### src/rtl/channel_feed_scheduler.sv
// Streams per-channel image planes from a synchronous RAM to a conv core,
// one pixel per FETCH/CAPTURE pair, skipping held or exhausted channels.
module channel_feed_scheduler #(
  parameter int ADDR_WIDTH = 16,
  parameter int DATA_WIDTH = 32,
  parameter int N_ROWS     = 100,
  parameter int N_COLS     = 100,
  parameter int N_CHANNELS = 3
) (
  input  logic                             clock_i,
  input  logic                             reset_n_i,
  input  logic                             start_i,
  input  logic                             clear_i,
  input  logic [N_CHANNELS-1:0]            hold_data_i,
  output logic [ADDR_WIDTH-1:0]            ram_addr_o,
  output logic                             ram_rden_o,
  input  logic [DATA_WIDTH-1:0]            ram_data_i,
  output logic [N_CHANNELS*DATA_WIDTH-1:0] data_o,
  output logic [N_CHANNELS-1:0]            data_valid_o,
  output logic [$clog2(N_CHANNELS):0]      channel_o,
  output logic                             busy_o,
  output logic                             done_o
);

  localparam int N_PIX = N_ROWS * N_COLS;
  localparam int PTR_W = $clog2(N_PIX + 1);
  localparam int CH_W  = $clog2(N_CHANNELS) + 1;

  if (64'(N_CHANNELS) * 64'(N_PIX) > (64'd1 << ADDR_WIDTH)) begin : g_cfg_err
    $error("channel_feed_scheduler: N_CHANNELS*N_PIX exceeds the RAM address space");
  end

  typedef enum logic [1:0] {
    ST_IDLE    = 2'd0,
    ST_FETCH   = 2'd1,
    ST_CAPTURE = 2'd2,
    ST_DONE    = 2'd3
  } state_t;

  state_t                            state_r;
  state_t                            state_next_s;
  logic [CH_W-1:0]                   channel_r;
  logic [CH_W-1:0]                   channel_next_s;
  logic [PTR_W-1:0]                  ptr_r [N_CHANNELS];
  logic [N_CHANNELS*DATA_WIDTH-1:0]  data_r;
  logic [N_CHANNELS-1:0]             valid_r;
  logic                              busy_r;
  logic                              done_r;

  logic [PTR_W-1:0]                  cur_ptr_s;
  logic                              cur_hold_s;
  logic                              cur_empty_s;
  logic                              all_empty_s;
  logic [ADDR_WIDTH-1:0]             addr_s;
  logic                              rd_s;
  logic                              load_s;
  logic                              advance_s;
  logic                              capture_s;

  // Select the served channel's pointer and hold bit; flag exhausted planes.
  always_comb begin
    cur_ptr_s   = {PTR_W{1'b0}};
    cur_hold_s  = 1'b0;
    all_empty_s = 1'b1;
    for (int c = 0; c < N_CHANNELS; c++) begin
      if (channel_r == CH_W'(c)) begin
        cur_ptr_s  = ptr_r[c];
        cur_hold_s = hold_data_i[c];
      end else begin
        cur_ptr_s  = cur_ptr_s;
      end
      if (ptr_r[c] != PTR_W'(N_PIX)) begin
        all_empty_s = 1'b0;
      end else begin
        all_empty_s = all_empty_s;
      end
    end
    cur_empty_s = (cur_ptr_s == PTR_W'(N_PIX));
    addr_s = ADDR_WIDTH'(channel_r) * ADDR_WIDTH'(N_PIX) + ADDR_WIDTH'(cur_ptr_s);
    if (channel_r == CH_W'(N_CHANNELS - 1)) begin
      channel_next_s = {CH_W{1'b0}};
    end else begin
      channel_next_s = channel_r + CH_W'(1);
    end
  end

  // Next-state and control decode; clear overrides every other action.
  always_comb begin
    state_next_s = state_r;
    rd_s         = 1'b0;
    load_s       = 1'b0;
    advance_s    = 1'b0;
    capture_s    = 1'b0;
    if (clear_i) begin
      state_next_s = ST_IDLE;
    end else begin
      case (state_r)
        ST_IDLE: begin
          if (start_i) begin
            load_s       = 1'b1;
            state_next_s = ST_FETCH;
          end else begin
            state_next_s = ST_IDLE;
          end
        end
        ST_FETCH: begin
          if (all_empty_s) begin
            state_next_s = ST_DONE;
          end else if (cur_empty_s || cur_hold_s) begin
            advance_s    = 1'b1;
            state_next_s = ST_FETCH;
          end else begin
            rd_s         = 1'b1;
            state_next_s = ST_CAPTURE;
          end
        end
        ST_CAPTURE: begin
          capture_s    = 1'b1;
          state_next_s = ST_FETCH;
        end
        ST_DONE: begin
          state_next_s = ST_IDLE;
        end
        default: begin
          state_next_s = ST_IDLE;
        end
      endcase
    end
  end

  // State, channel, pointers and registered outputs.
  always_ff @(posedge clock_i or negedge reset_n_i) begin
    if (!reset_n_i) begin
      state_r   <= ST_IDLE;
      channel_r <= {CH_W{1'b0}};
      data_r    <= {(N_CHANNELS*DATA_WIDTH){1'b0}};
      valid_r   <= {N_CHANNELS{1'b0}};
      busy_r    <= 1'b0;
      done_r    <= 1'b0;
      for (int c = 0; c < N_CHANNELS; c++) begin
        ptr_r[c] <= {PTR_W{1'b0}};
      end
    end else begin
      state_r <= state_next_s;
      valid_r <= {N_CHANNELS{1'b0}};
      busy_r  <= (state_next_s != ST_IDLE);
      done_r  <= (state_next_s == ST_DONE);
      if (load_s) begin
        channel_r <= {CH_W{1'b0}};
        for (int c = 0; c < N_CHANNELS; c++) begin
          ptr_r[c] <= {PTR_W{1'b0}};
        end
      end else if (advance_s) begin
        channel_r <= channel_next_s;
      end else if (capture_s) begin
        // Pointers saturate at the plane size rather than wrapping.
        for (int c = 0; c < N_CHANNELS; c++) begin
          if (channel_r == CH_W'(c)) begin
            data_r[c*DATA_WIDTH +: DATA_WIDTH] <= ram_data_i;
            valid_r[c]                         <= 1'b1;
            if (ptr_r[c] != PTR_W'(N_PIX)) begin
              ptr_r[c] <= ptr_r[c] + PTR_W'(1);
            end
          end
        end
      end
    end
  end

  assign ram_rden_o   = rd_s;
  assign ram_addr_o   = rd_s ? addr_s : {ADDR_WIDTH{1'b0}};
  assign data_o       = data_r;
  assign data_valid_o = valid_r;
  assign channel_o    = channel_r;
  assign busy_o       = busy_r;
  assign done_o       = done_r;

endmodule

### config.mk
export PLATFORM = sky130hd
export DESIGN_NAME = channel_feed_scheduler
export DESIGN_NICKNAME = d
export VERILOG_FILES = /design/src/rtl/channel_feed_scheduler.sv
export SDC_FILE = /design/constraint.sdc
export NUM_CORES = 1
export LEC_CHECK = 0
export BUFFER_PORTS_ARGS = -buffer_cell sky130_fd_sc_hd__buf_2
export CORE_MARGIN = 3
export CORE_UTILIZATION = 26
export DETAILED_ROUTE_END_ITERATION = 6
export SYNTH_ARGS = -nofsm -noshare
export SYNTH_HDL_FRONTEND = slang
export SYNTH_SLANG_ARGS = --single-unit
### constraint.sdc
create_clock -name clock_i -period 3.8 [get_ports clock_i]
set_input_delay 0.38 -clock clock_i [delete_from_list [all_inputs] [get_ports clock_i]]
set_output_delay 0.38 -clock clock_i [all_outputs]
set_load 0.01 [all_outputs]
Word level (Yosys, flattened, before mapping)
Cells that the tools add are included.

word-level totals
  register bits after elaboration = 148
  word-level logic and storage cells = 94

cells by class
  $add $sub $neg = 5
  multiply operators = 1
  equal/unequal tests = 11
  multiplexer cells = 46
  bitwise logic cells = 2
  reduce and logical (&&, ||, !) cells = 18

operators with widths
  cell                     count
  $mux W14                 9
  $mux W42                 3
  $add A14 B1 Y14 const B  3
  $ne A14 B14 Y1 const B   3
  $reduce_and A4 Y1        6
  $mux W1                  23
  $mux W3                  6
  $reduce_bool A2 Y1       9
  $add A16 B14 Y16         1
  $mux W16                 1
  $eq A14 B14 Y1 const B   1
  $mul A3 B10 Y12 const B  1
  $pmux W2 S4              1
  $eq A2 B2 Y1 const B     3
  $mux W2                  3
  $add A3 B1 Y3 const B    1
  $eq A3 B1 Y1 const B     1
  $eq A3 B2 Y1 const B     1
  $logic_not A3 Y1         1
  $eq A2 B1 Y1 const B     1
  $logic_not A2 Y1         1
  $ne A2 B2 Y1 const B     1
  $not A1 Y1               2
  $logic_or A1 B1 Y1       1

Depth between registers and ports, before layout
Gate-level depths: netlist of run 1.

  depth in word-level cells = 12
  gate-level depth with buffers = 16
  depth with buffers taken out = 14

Worst setup path before layout of run 1
OpenSTA, ideal clock, no wires.

  kind = reg2out
  start = register channel_r[0] (netlist: channel_o[0])
  end = output ram_addr_o[14]
  data arrival time = 3.274 ns
  data required time = 3.420 ns
  setup slack = 0.146 ns
  cell stages (with the launch flop) = 17
  path buffers = 2
  cell sequence = dfrtp_1 inv_1 ha_1 buf_2 buf_2 a21oi_1 a21oi_1 o21a_1 ha_1 inv_1 fa_1 inv_1 a21o_1 a31o_2 a2111oi_0 o21ai_0 a21oi_1

on the way
  word-level cells in the longest chain between the ends = 11
  elaborated cells on any way between the ends = 18

RTL lines
  what                                                       line  source
  start: declaration                                         42    logic [CH_W-1:0] channel_r;
  start signal: assignment                                   135   channel_r <= {CH_W{1'b0}};
  start signal: assignment                                   149   channel_r <= {CH_W{1'b0}};
  start signal: assignment                                   154   channel_r <= channel_next_s;
  branches (longest 10 deep; another with $add A16 B14 Y16)  -
  $mux W16 (*)                                               171   assign ram_addr_o = rd_s ? addr_s : {ADDR_WIDTH{1'b0}};
  end: declaration                                           15    output logic [ADDR_WIDTH-1:0] ram_addr_o,

Every way passes the cells marked *.

Worst setup path after layout of run 1
  start = register channel_r[0] (netlist: channel_o[0])
  end = output ram_addr_o[15]

Same word-level chain as after synthesis.

==> results.sh, run 1 <==
export IMPL_timing_rr_end="ptr_r[3]"
export IMPL_pre_cts_slack_ps=18.2
export IMPL_synth_edff_count=0
export IMPL_ioPinCount=160
export IMPL_worst_path_dominant_cell_family="adder cells"
export IMPL_design_core_area_um2=27900
export IMPL_p_int_mw=3.71
export IMPL_grt_pass1_wl_mm=35.4
export IMPL_r2r_cells=9
export IMPL_antenna_found_initial=0
export IMPL_setup_violations=0
export IMPL_cts_buffers_inserted=17
export IMPL_synth_top_cell_by_area="dfrtp_1"
export IMPL_r2r_start="channel_o[2]"
export IMPL_synth_top_area_share_pct=50.0
export IMPL_synth_area_leaders="dfrtp_1 (50%), nand2_1 (16%), ha_1 (3.9%)"
export IMPL_synth_flop_cell="dfrtp_1"
export IMPL_ys_ff_latch=148
export IMPL_grt_overflow=0
export IMPL_cp_required_ps=3420
export IMPL_post_dp_cell_area_um2=8700
export IMPL_powerDensity_nw_per_um2=616
export IMPL_crit_path_end_kind="output port"
export IMPL_comb_power_share_pct=34.7
export IMPL_grt_max_degree=108
export IMPL_p_clk_share_pct=27.8
export IMPL_start_kind="register"
export IMPL_synthCells=854
export IMPL_drc=0
export IMPL_grt_use_total_pct=14.2
export IMPL_htreeDepth=4
export IMPL_critPathMaxFanout=5
export IMPL_worstPathArrival_ps=3410
export IMPL_final_nets=1094
export IMPL_wl_mm=21.8
export IMPL_die_w_um=175
export IMPL_hpwl_mm=15.0
export IMPL_maxCapViolCount=0
export IMPL_worst_slew_pin_slew_ps=982
export IMPL_p_sw_mw=2.18
export IMPL_hold_viol=0
export IMPL_slowest_delay_ps=490
export IMPL_wire_per_inst_um=15.4
export IMPL_syn_area_um2=7410
export IMPL_syn_area_per_cell_um2=8.67
export IMPL_ys_seq_area_share_pct=50.0
export IMPL_p_seq_share_pct=37.5
export IMPL_yosysUniqueCellTypes=52
export IMPL_synth_fp_nets=920
export IMPL_cts_sink_count=148
export IMPL_antenna_left=0
export IMPL_grt_pass1_vias=6498
export IMPL_clock_skew_final_ps=21.0
export IMPL_final_cell_mix="nand2_1 (319), buf_2 (158), dfrtp_1 (146)"
export IMPL_drive_gt1_share_pct=25.4
export IMPL_fillers=2917
export IMPL_relSlewSlack_pct=34.5
export IMPL_rsz0062_at_grt="yes"
export IMPL_antennaDiodeCount=0
export IMPL_vias=6489
export IMPL_drv_slew=0
export IMPL_reg2reg_slack_ps=900
export IMPL_ir_worst_vdd_uv=270
export IMPL_async_reset_ff_share_pct=100
export IMPL_fmax_ghz=0.264
export IMPL_cp_cell_sequence="fa_1 > ha_2 > fa_2 > xor2_1 > ha_1 > or2_2 > o21ai_2 > o31ai_1 > a21o_1 > a21oi_1 > buf_2"
export IMPL_run_status="finished, final reports clean"
export IMPL_io_buffers=159
export IMPL_critPathSlowestCell="fa_1"
export IMPL_layout_setup_ws_ps=8.87
export IMPL_ctsHoldBuffers=0
export IMPL_cts_tree="done"
export IMPL_clockRootBuffer="clkbuf_16"
export IMPL_ys_warnings_count=0
export IMPL_hold_slack_ps=92.0
export IMPL_final_common_cell="nand2_1"
export IMPL_fin_crit_sh_pct=99.8
export IMPL_drt_iter0_drc=363
export IMPL_worst_path_buf_inv=1
export IMPL_fp_row_count=61
export IMPL_final_util_pct=34.2
export IMPL_firstDrtPassIters=5
export IMPL_die_h_um=175
export IMPL_crit_type="register to output port"
export IMPL_leakage_nw=5.00
export IMPL_avgViaCountPerCell=4.57
export IMPL_final_cell_area_um2=9560
export IMPL_areaGrowthSynthToFinish_pct=29.1
export IMPL_switching_share_pct=37.0
export IMPL_clkLatencyLatePin_ps=430
export IMPL_start_util_pct=26.5
export IMPL_cts_buffer_depth=2
export IMPL_fp_dieArea_um2=30500
export IMPL_multi_input_area_um2=3600
export IMPL_clkTransAtPathRegs_ps=70
export IMPL_post_route_min_period_ps=3790
export IMPL_hp_class="primary input to async pin"
export IMPL_gp_congestion=0.907
export IMPL_regArea_um2=3710
[power by group through the flow]
stage | sequential (mW) | combinational [mW] | clock (mW)
floorplan | 2.40 | 0.836 | 0
global placement | 2.23 | 1.79 | 0
detailed placement | 2.22 | 1.83 | 0
CTS | 2.21 | 1.92 | 1.68
global route | 2.27 | 2.26 | 1.74
finish | 2.21 | 2.04 | 1.64
[worst max path at each step]
stage	start	to	slack, ps	cells after the start
global placement	channel_o[0]	ram_addr_o[14]	90	11
global route	channel_o[0]	ram_addr_o[15]	-160	11
floorplan	channel_o[0]	ram_addr_o[14]	150	16
CTS	channel_o[0]	ram_addr_o[14]	-0.5	15
detailed placement	channel_o[1]	ram_addr_o[14]	20	16
finish	channel_o[0]	ram_addr_o[15]	9	11
[sequential cells by signal (all words and copies together) (netlist names)]
name / count
channel_o: 3
ptr_r: 42
data_o: 96
data_valid_o: 3
busy_o: 1
state_r: 2
done_o: 1
[cell families after synthesis]
logic type	count (synthesis)	synth area share [%]
and+or+nand+nor	476	28.3
DFF	148	50.0
AOI/OAI and AO/OA	87	7.52
buffers and inverters	71	3.82
xor gates and xnor gates	41	4.85
adders and majority gates	27	4.97
muxes	4	0.541
[worst register-to-register path, cell delays in order, from the launching register on]
cell and delay, ps:
dfrtp_1 420, buf_4 250, nand2b_1 210, buf_4 160
or4b_2 860, inv_1 280, nand2_1 140, nor4_1 240
xnor2_1 160, nor2_1 50
[cell usage after synthesis (all sizes together), types with 4 or more instances]
cell	instances
nand4	16
nand3b	14
xnor2	18
buf	18
a21oi	36
a221oi	6
nand3	24
or3	8
inv	31
mux2i	4
a2111oi	4
ha	23
clkbuf	20
nor4b	6
a211oi	6
nor3	4
xor2	23
nor2b	5
nand2	319
fa	4
nor2	54
a21o	9
dfrtp	148
and2	6
o21ai	15
[per-stage QoR]
step	TNS [ps]	instances	power, mW
floorplan	0	854	3.24
global placement	0	1374	4.01
detailed placement	0	1374	4.05
CTS	-0.483	1411	5.81
global route	-358	1419	6.27
finish	0	1419	5.89
[metal layers]
layer  global-route usage (%)  wire, um  vias to the layer above
met3                     4.67      1720                       17
met5                        0         0                        -
li1                         -         -                     3144
met1                     19.1      9950                     3119
met4                     3.13       218                        0
met2                     22.6      9940                      209
[cell type report]
| cell class | instances | share of cell area, % |
|---|---|---|
| Tap cell | 378 | 4.95 |
| Clock buffer | 18 | 4.49 |
| Sequential cell | 148 | 38.8 |
| Inverter | 33 | 1.30 |
| Clock inverter | 14 | 1.45 |
| Multi-Input combinational cell | 635 | 37.6 |
| Timing Repair Buffer | 193 | 11.4 |
[timing repair]
item,CTS,global route
resized for setup,27,21
pin swaps,3,14
endpoints found under the setup margin,6,5
setup buffers,5,8
Power figures use the tool's default switching activity.
==> inputs of run 2 (changes only) <==
--- a/config.mk
+++ b/config.mk
@@ -10,4 +10,5 @@
 export CORE_UTILIZATION = 26
 export DETAILED_ROUTE_END_ITERATION = 6
+export SKIP_CTS_REPAIR_TIMING = 1
 export SYNTH_ARGS = -nofsm -noshare
 export SYNTH_HDL_FRONTEND = slang
==> constraint.sdc (replaced) <==
create_clock -name clock_i -period 3.8 [get_ports clock_i]
set_input_delay 0.76 -clock clock_i [delete_from_list [all_inputs] [get_ports clock_i]]
set_output_delay 0.76 -clock clock_i [all_outputs]
set_load 0.01 [all_outputs]
==> run 2 against run 1 <==
Net effect:
- the run now ends with negative setup slack left
- clock-buffer cell count is 1 lower
- setup slack got worse by 270 ps
- non-clock buffer count grew 30
- sequential cell count unchanged
- clock power up 8%
- sequential power hardly changed
- register-to-register slack lost 270 ps
- critical path depth is 1 lower
- via count is 1.3% higher
- critical endpoint is now ram_addr_o[14]
==> results.sh, run 2 (synthesis gave the netlist of run 1 again) <==
export IMPL_fp_dieArea_um2=30500
export IMPL_vias=6576
export IMPL_reg2reg_slack_ps=630
export IMPL_crit_type="register to output port"
export IMPL_total_power_mw=6.11
export IMPL_cts_buffers_inserted=17
export IMPL_drt_iter0_drc=279
export IMPL_ir_worst_vdd_uv=291
export IMPL_cts_tree="done"
export IMPL_gp_congestion=0.875
export IMPL_grt_pass1_vias=6527
export IMPL_final_cell_mix="nand2_1 (319), buf_2 (157), dfrtp_1 (145)"
export IMPL_grt_max_degree=60
export IMPL_io_buffers=159
export IMPL_antennaDiodeCount=0
export IMPL_dp_cells=1397
export IMPL_setup_violations=9
export IMPL_leakage_nw=5.21
export IMPL_fp_row_count=61
export IMPL_cp_required_ps=3040
export IMPL_wl_mm=22.1
export IMPL_fin_crit_sh_pct=107
export IMPL_largest_reg_flops=96
export IMPL_hp_class="primary input to async pin"
export IMPL_fin_tns_setup_ps=-1230
export IMPL_avgViaCountPerCell=4.54
export IMPL_hpwl_mm=15.0
export IMPL_grt_use_total_pct=14.1
export IMPL_clkTransAtPathRegs_ps=70
export IMPL_post_route_min_period_ps=4060
export IMPL_clock_skew_final_ps=17.1
export IMPL_r2r_cells=12
export IMPL_timing_rr_end="ptr_r[3]"
export IMPL_powerDensity_nw_per_um2=612
export IMPL_run_status="complete, but fails checks"
export IMPL_start_util_pct=26.5
export IMPL_grt_pass1_wl_mm=34.7
export IMPL_antenna_left=0
export IMPL_violations="negative setup slack"
export IMPL_worst_slew_pin_slew_ps=1020
export IMPL_areaGrowthSynthToFinish_pct=34.9
export IMPL_design_core_area_um2=27900
export IMPL_drv_slew=0
export IMPL_clockRootBuffer="clkbuf_16"
export IMPL_cp_startpoint="channel_o[0]"
export IMPL_clkLatencyLatePin_ps=430
export IMPL_layout_setup_ws_ps=-258
export IMPL_firstDrtPassIters=4
export IMPL_critPathMaxFanout=4
export IMPL_rsz0062_at_grt="yes"
export IMPL_r2r_start="channel_o[0]"
export IMPL_cts_buffer_depth=2
export IMPL_start_kind="register"
export IMPL_wire_per_inst_um=15.3
export IMPL_htreeDepth=4
export IMPL_maxCapViolCount=0
export IMPL_hold_viol=0
export IMPL_die_w_um=175
export IMPL_cts_sink_count=148
export IMPL_crit_path_end_kind="output port"
export IMPL_ioPinCount=160
export IMPL_final_cells=1448
export IMPL_fmax_ghz=0.246
export IMPL_drc=0
export IMPL_final_common_cell="nand2_1"
export IMPL_die_h_um=175
export IMPL_worstPathArrival_ps=3300
export IMPL_relSlewSlack_pct=31.6
export IMPL_crit_end="ram_addr_o[14]"
export IMPL_antenna_found_initial=0
export IMPL_grt_overflow=0
export IMPL_drive_gt1_share_pct=29.0
export IMPL_final_nets=1124
==> run 2: cell types whose count changed in the layout (fill, tap and decap cells not counted), sizes merged <==
cell / delta
clkinvlp: -2
bufinv: +2
buf: +29
==> run 2: final cells by class <==
type / instances / area, um2
Clock buffer: 17 / 425
Clock inverter: 14 / 190
Fill cell: 2881 / 17900
Inverter: 33 / 129
Multi-Input combinational cell: 635 / 3700
Sequential cell: 148 / 3710
Tap cell: 378 / 473
Timing Repair Buffer: 223 / 1370
==> run 2: where the power goes <==
part,switching [mW],leakage (nW),total (mW),internal [mW]
clock network,0.769,0.302,1.77,1.00
logic,1.19,2.90,2.14,0.945
registers,0.232,2.01,2.20,1.97
total,2.19,5.21,6.11,3.92
==> run 2: worst min-delay path by stage <==
| stage | depth (start not counted) | slack, ps | to | start |
|---|---|---|---|---|
| 4_1_cts | 1 | 310 | data_o[79] | reset_n_i |
| 6_report | 1 | 300 | data_o[32] | reset_n_i |
| 3_5_place_dp | 2 | 460 | data_o[42] | data_o[42] |
| 3_3_place_gp | 2 | 450 | data_o[31] | data_o[31] |
| 5_1_grt | 1 | 320 | data_o[15] | reset_n_i |
| 2_1_floorplan | 0 | 460 | busy_o | reset_n_i |
==> run 2: critical path: stages, from the launching register on <==
cell       delay, ps
dfrtp_2          460
fa_1             470
ha_2             200
fa_2             370
xor2_2           200
ha_4             160
or2_4            260
a2111oi_4        370
o21ai_1          130
a21oi_2          140
buf_2            130
==> run 2: routing by layer <==
metal / track usage [%] / share of wire, % / vias to the layer above / wire length, um
met3: 4.78 / 7.0 / 18 / 1550
met5: 0 / 0 / - / 0
li1: - / - / 3198 / -
met2: 22.9 / 46 / 166 / 10300
met4: 3.06 / 1.1 / 0 / 252
met1: 18.3 / 45 / 3194 / 10000
==> run 2: through the flow <==
stage	hold WS [ps]	setup WS (ps)	instance area, um2	util, %
after floorplan	464	16.1	7420	-
after global placement	453	-172	8890	31.8
after detailed placement	457	-121	8890	31.8
after CTS	308	-607	9510	34.0
after global routing	323	-404	9990	35.8
final	298	-258	9990	35.8
==> inputs of run 3 (changes only) <==
- CORE_UTILIZATION: 26 -> 55
- PLACE_DENSITY: unset -> 0.81
==> run 3 against run 2 <==
Net effect:
- the run ends with design-rule violations, negative setup slack left
- first-iteration DRC count increased by 85%
- die area decreased by 51%
- non-clock buffer count decreased by 9
- critical path depth increased by 5
- clock skew decreased by 8.4 ps
- sequential cell count unchanged
- design area decreased by 4.1%
- clock power decreased by 6%
- sequential share of layout area increased by 1.6 points
- core utilization increased by 39 points
- sequential power about the same
- global-route usage increased by 14 points
- critical path type unchanged
- largest power group unchanged
==> results.sh, run 3 (synthesis gave the netlist of run 1 again) <==
export IMPL_grt_max_degree=76
export IMPL_clock_skew_final_ps=8.71
export IMPL_cts_sink_count=148
export IMPL_io_buffers=159
export IMPL_rsz0062_at_grt="yes"
export IMPL_final_cell_mix="nand2_1 (319), buf_2 (157), dfrtp_1 (144)"
export IMPL_final_nets=1115
export IMPL_cp_startpoint="channel_o[0]"
export IMPL_fin_crit_sh_pct=110
export IMPL_cp_required_ps=3040
export IMPL_ir_worst_vdd_uv=433
export IMPL_antenna_found_initial=0
export IMPL_ioPinCount=160
export IMPL_fillers=908
export IMPL_run_status="complete, but fails checks"
export IMPL_largest_reg_flops=96
export IMPL_drt_iter0_drc=516
export IMPL_drv_slew=0
export IMPL_p_int_mw=3.86
export IMPL_maxCapViolCount=0
export IMPL_clkLatencyLatePin_ps=420
export IMPL_grt_overflow=0
export IMPL_worst_slew_pin_slew_ps=672
export IMPL_clkTransAtPathRegs_ps=60
export IMPL_final_cell_area_um2=9580
export IMPL_post_dp_cell_area_um2=8580
export IMPL_fp_row_count=41
export IMPL_drc=2
export IMPL_violations="design-rule violations, negative setup slack"
export IMPL_grt_use_total_pct=27.7
export IMPL_cts_buffers_inserted=17
export IMPL_p_sw_mw=2.13
export IMPL_die_h_um=122
export IMPL_p_seq_share_pct=37.1
export IMPL_crit_type="register to output port"
export IMPL_powerDensity_nw_per_um2=626
export IMPL_avgViaCountPerCell=5.52
export IMPL_fmax_ghz=0.240
export IMPL_antennaDiodeCount=0
export IMPL_post_route_min_period_ps=4170
export IMPL_leakage_nw=5.12
export IMPL_start_util_pct=57.5
export IMPL_areaGrowthSynthToFinish_pct=29.3
export IMPL_fin_tns_setup_ps=-2920
export IMPL_r2r_start="channel_o[0]"
export IMPL_drive_gt1_share_pct=28.5
export IMPL_vias=6816
export IMPL_start_kind="register"
export IMPL_crit_path_end_kind="output port"
export IMPL_multi_input_area_um2=3660
export IMPL_wl_mm=21.2
export IMPL_p_clk_share_pct=27.7
export IMPL_die_w_um=122
export IMPL_setup_violations=17
export IMPL_final_util_pct=74.4
export IMPL_grt_pass1_vias=6514
export IMPL_comb_power_share_pct=35.1
export IMPL_grt_pass1_wl_mm=32.5
export IMPL_regArea_um2=3710
export IMPL_hpwl_mm=14.0
export IMPL_clockRootBuffer="clkbuf_16"
export IMPL_layout_setup_ws_ps=-373
export IMPL_gp_congestion=0.913
export IMPL_antenna_left=0
export IMPL_hold_viol=0
export IMPL_fp_dieArea_um2=14900
export IMPL_hp_class="primary input to async pin"
export IMPL_firstDrtPassIters=7
export IMPL_htreeDepth=4
export IMPL_switching_share_pct=35.6
export IMPL_design_core_area_um2=12900
export IMPL_cts_tree="done"
export IMPL_cts_buffer_depth=2
export IMPL_worstPathArrival_ps=3410
export IMPL_critPathMaxFanout=5
export IMPL_relSlewSlack_pct=55.2
export IMPL_wire_per_inst_um=17.2
export IMPL_final_common_cell="nand2_1"
-- run 3: cell types whose count changed in the layout (fill, tap and decap cells not counted), sizes merged --
| cell | change |
|---|---|
| clkbuf | +4 |
| bufinv | -1 |
| buf | -9 |
| clkinv | -1 |
| clkinvlp | +1 |
| inv | -2 |
-- run 3: layer usage --
| layer | up-vias | global-route usage [%] | wire (um) |
|---|---|---|---|
| met5 | - | 0 | 0 |
| met4 | 0 | 10.3 | 641 |
| met3 | 45 | 7.66 | 1740 |
| met2 | 322 | 45.1 | 10100 |
| met1 | 3261 | 35.7 | 8670 |
| li1 | 3188 | - | - |
-- run 3: final timing paths --
| check | slack (ps) | endpoint | cells past startpoint |
|---|---|---|---|
| max in group asynchronous | 2620 | data_o[54] | 2 |
| min in group clock_i | 470 | data_o[60] | 2 |
| hold reg to reg | 470 | data_o[60] | 2 |
| setup reg to reg | 740 | ptr_r[9] | 10 |
| hold / removal | 340 | data_o[23] | 1 |
| setup / recovery | -370 | ram_addr_o[14] | 15 |
-- run 3: worst max-delay path, cell delays in order (launching register included) --
cell and delay, ps:
dfrtp_2 460, buf_12 140, ha_4 170, nand3b_1 170, a21oi_2 190, o21a_1 150
ha_2 210, inv_2 50, fa_2 400, inv_2 60, a21o_1 150, a31o_4 190
a2111oi_4 70, or3_1 330, a21oi_2 110, buf_2 130
-- run 3: metrics by stage --
stage / std cells / total power [mW] / setup slack (ps) / hold slack [ps]
CTS: 1217 / 5.79 / -531 / 369
finish: 1234 / 5.99 / -373 / 338
detailed placement: 1185 / 4.10 / -86.8 / 456
global route: 1234 / 6.32 / -481 / 389
global placement: 1185 / 4.05 / -46.9 / 453
floorplan: 854 / 3.25 / 16.1 / 464
-- run 3: power by group through the flow --
stage	clock (mW)	combinational, mW	sequential (mW)
global route	1.75	2.30	2.27
finish	1.66	2.11	2.23
global placement	0	1.83	2.22
detailed placement	0	1.88	2.22
CTS	1.68	1.89	2.22
floorplan	0	0.844	2.41
-- run 3: layout make-up --
| class | count | area share [%] |
|---|---|---|
| Clock buffer | 21 | 4.91 |
| Clock inverter | 11 | 1.23 |
| Inverter | 33 | 1.32 |
| Multi-Input combinational cell | 635 | 38.2 |
| Sequential cell | 148 | 38.7 |
| Tap cell | 172 | 2.25 |
| Timing Repair Buffer | 214 | 13.3 |
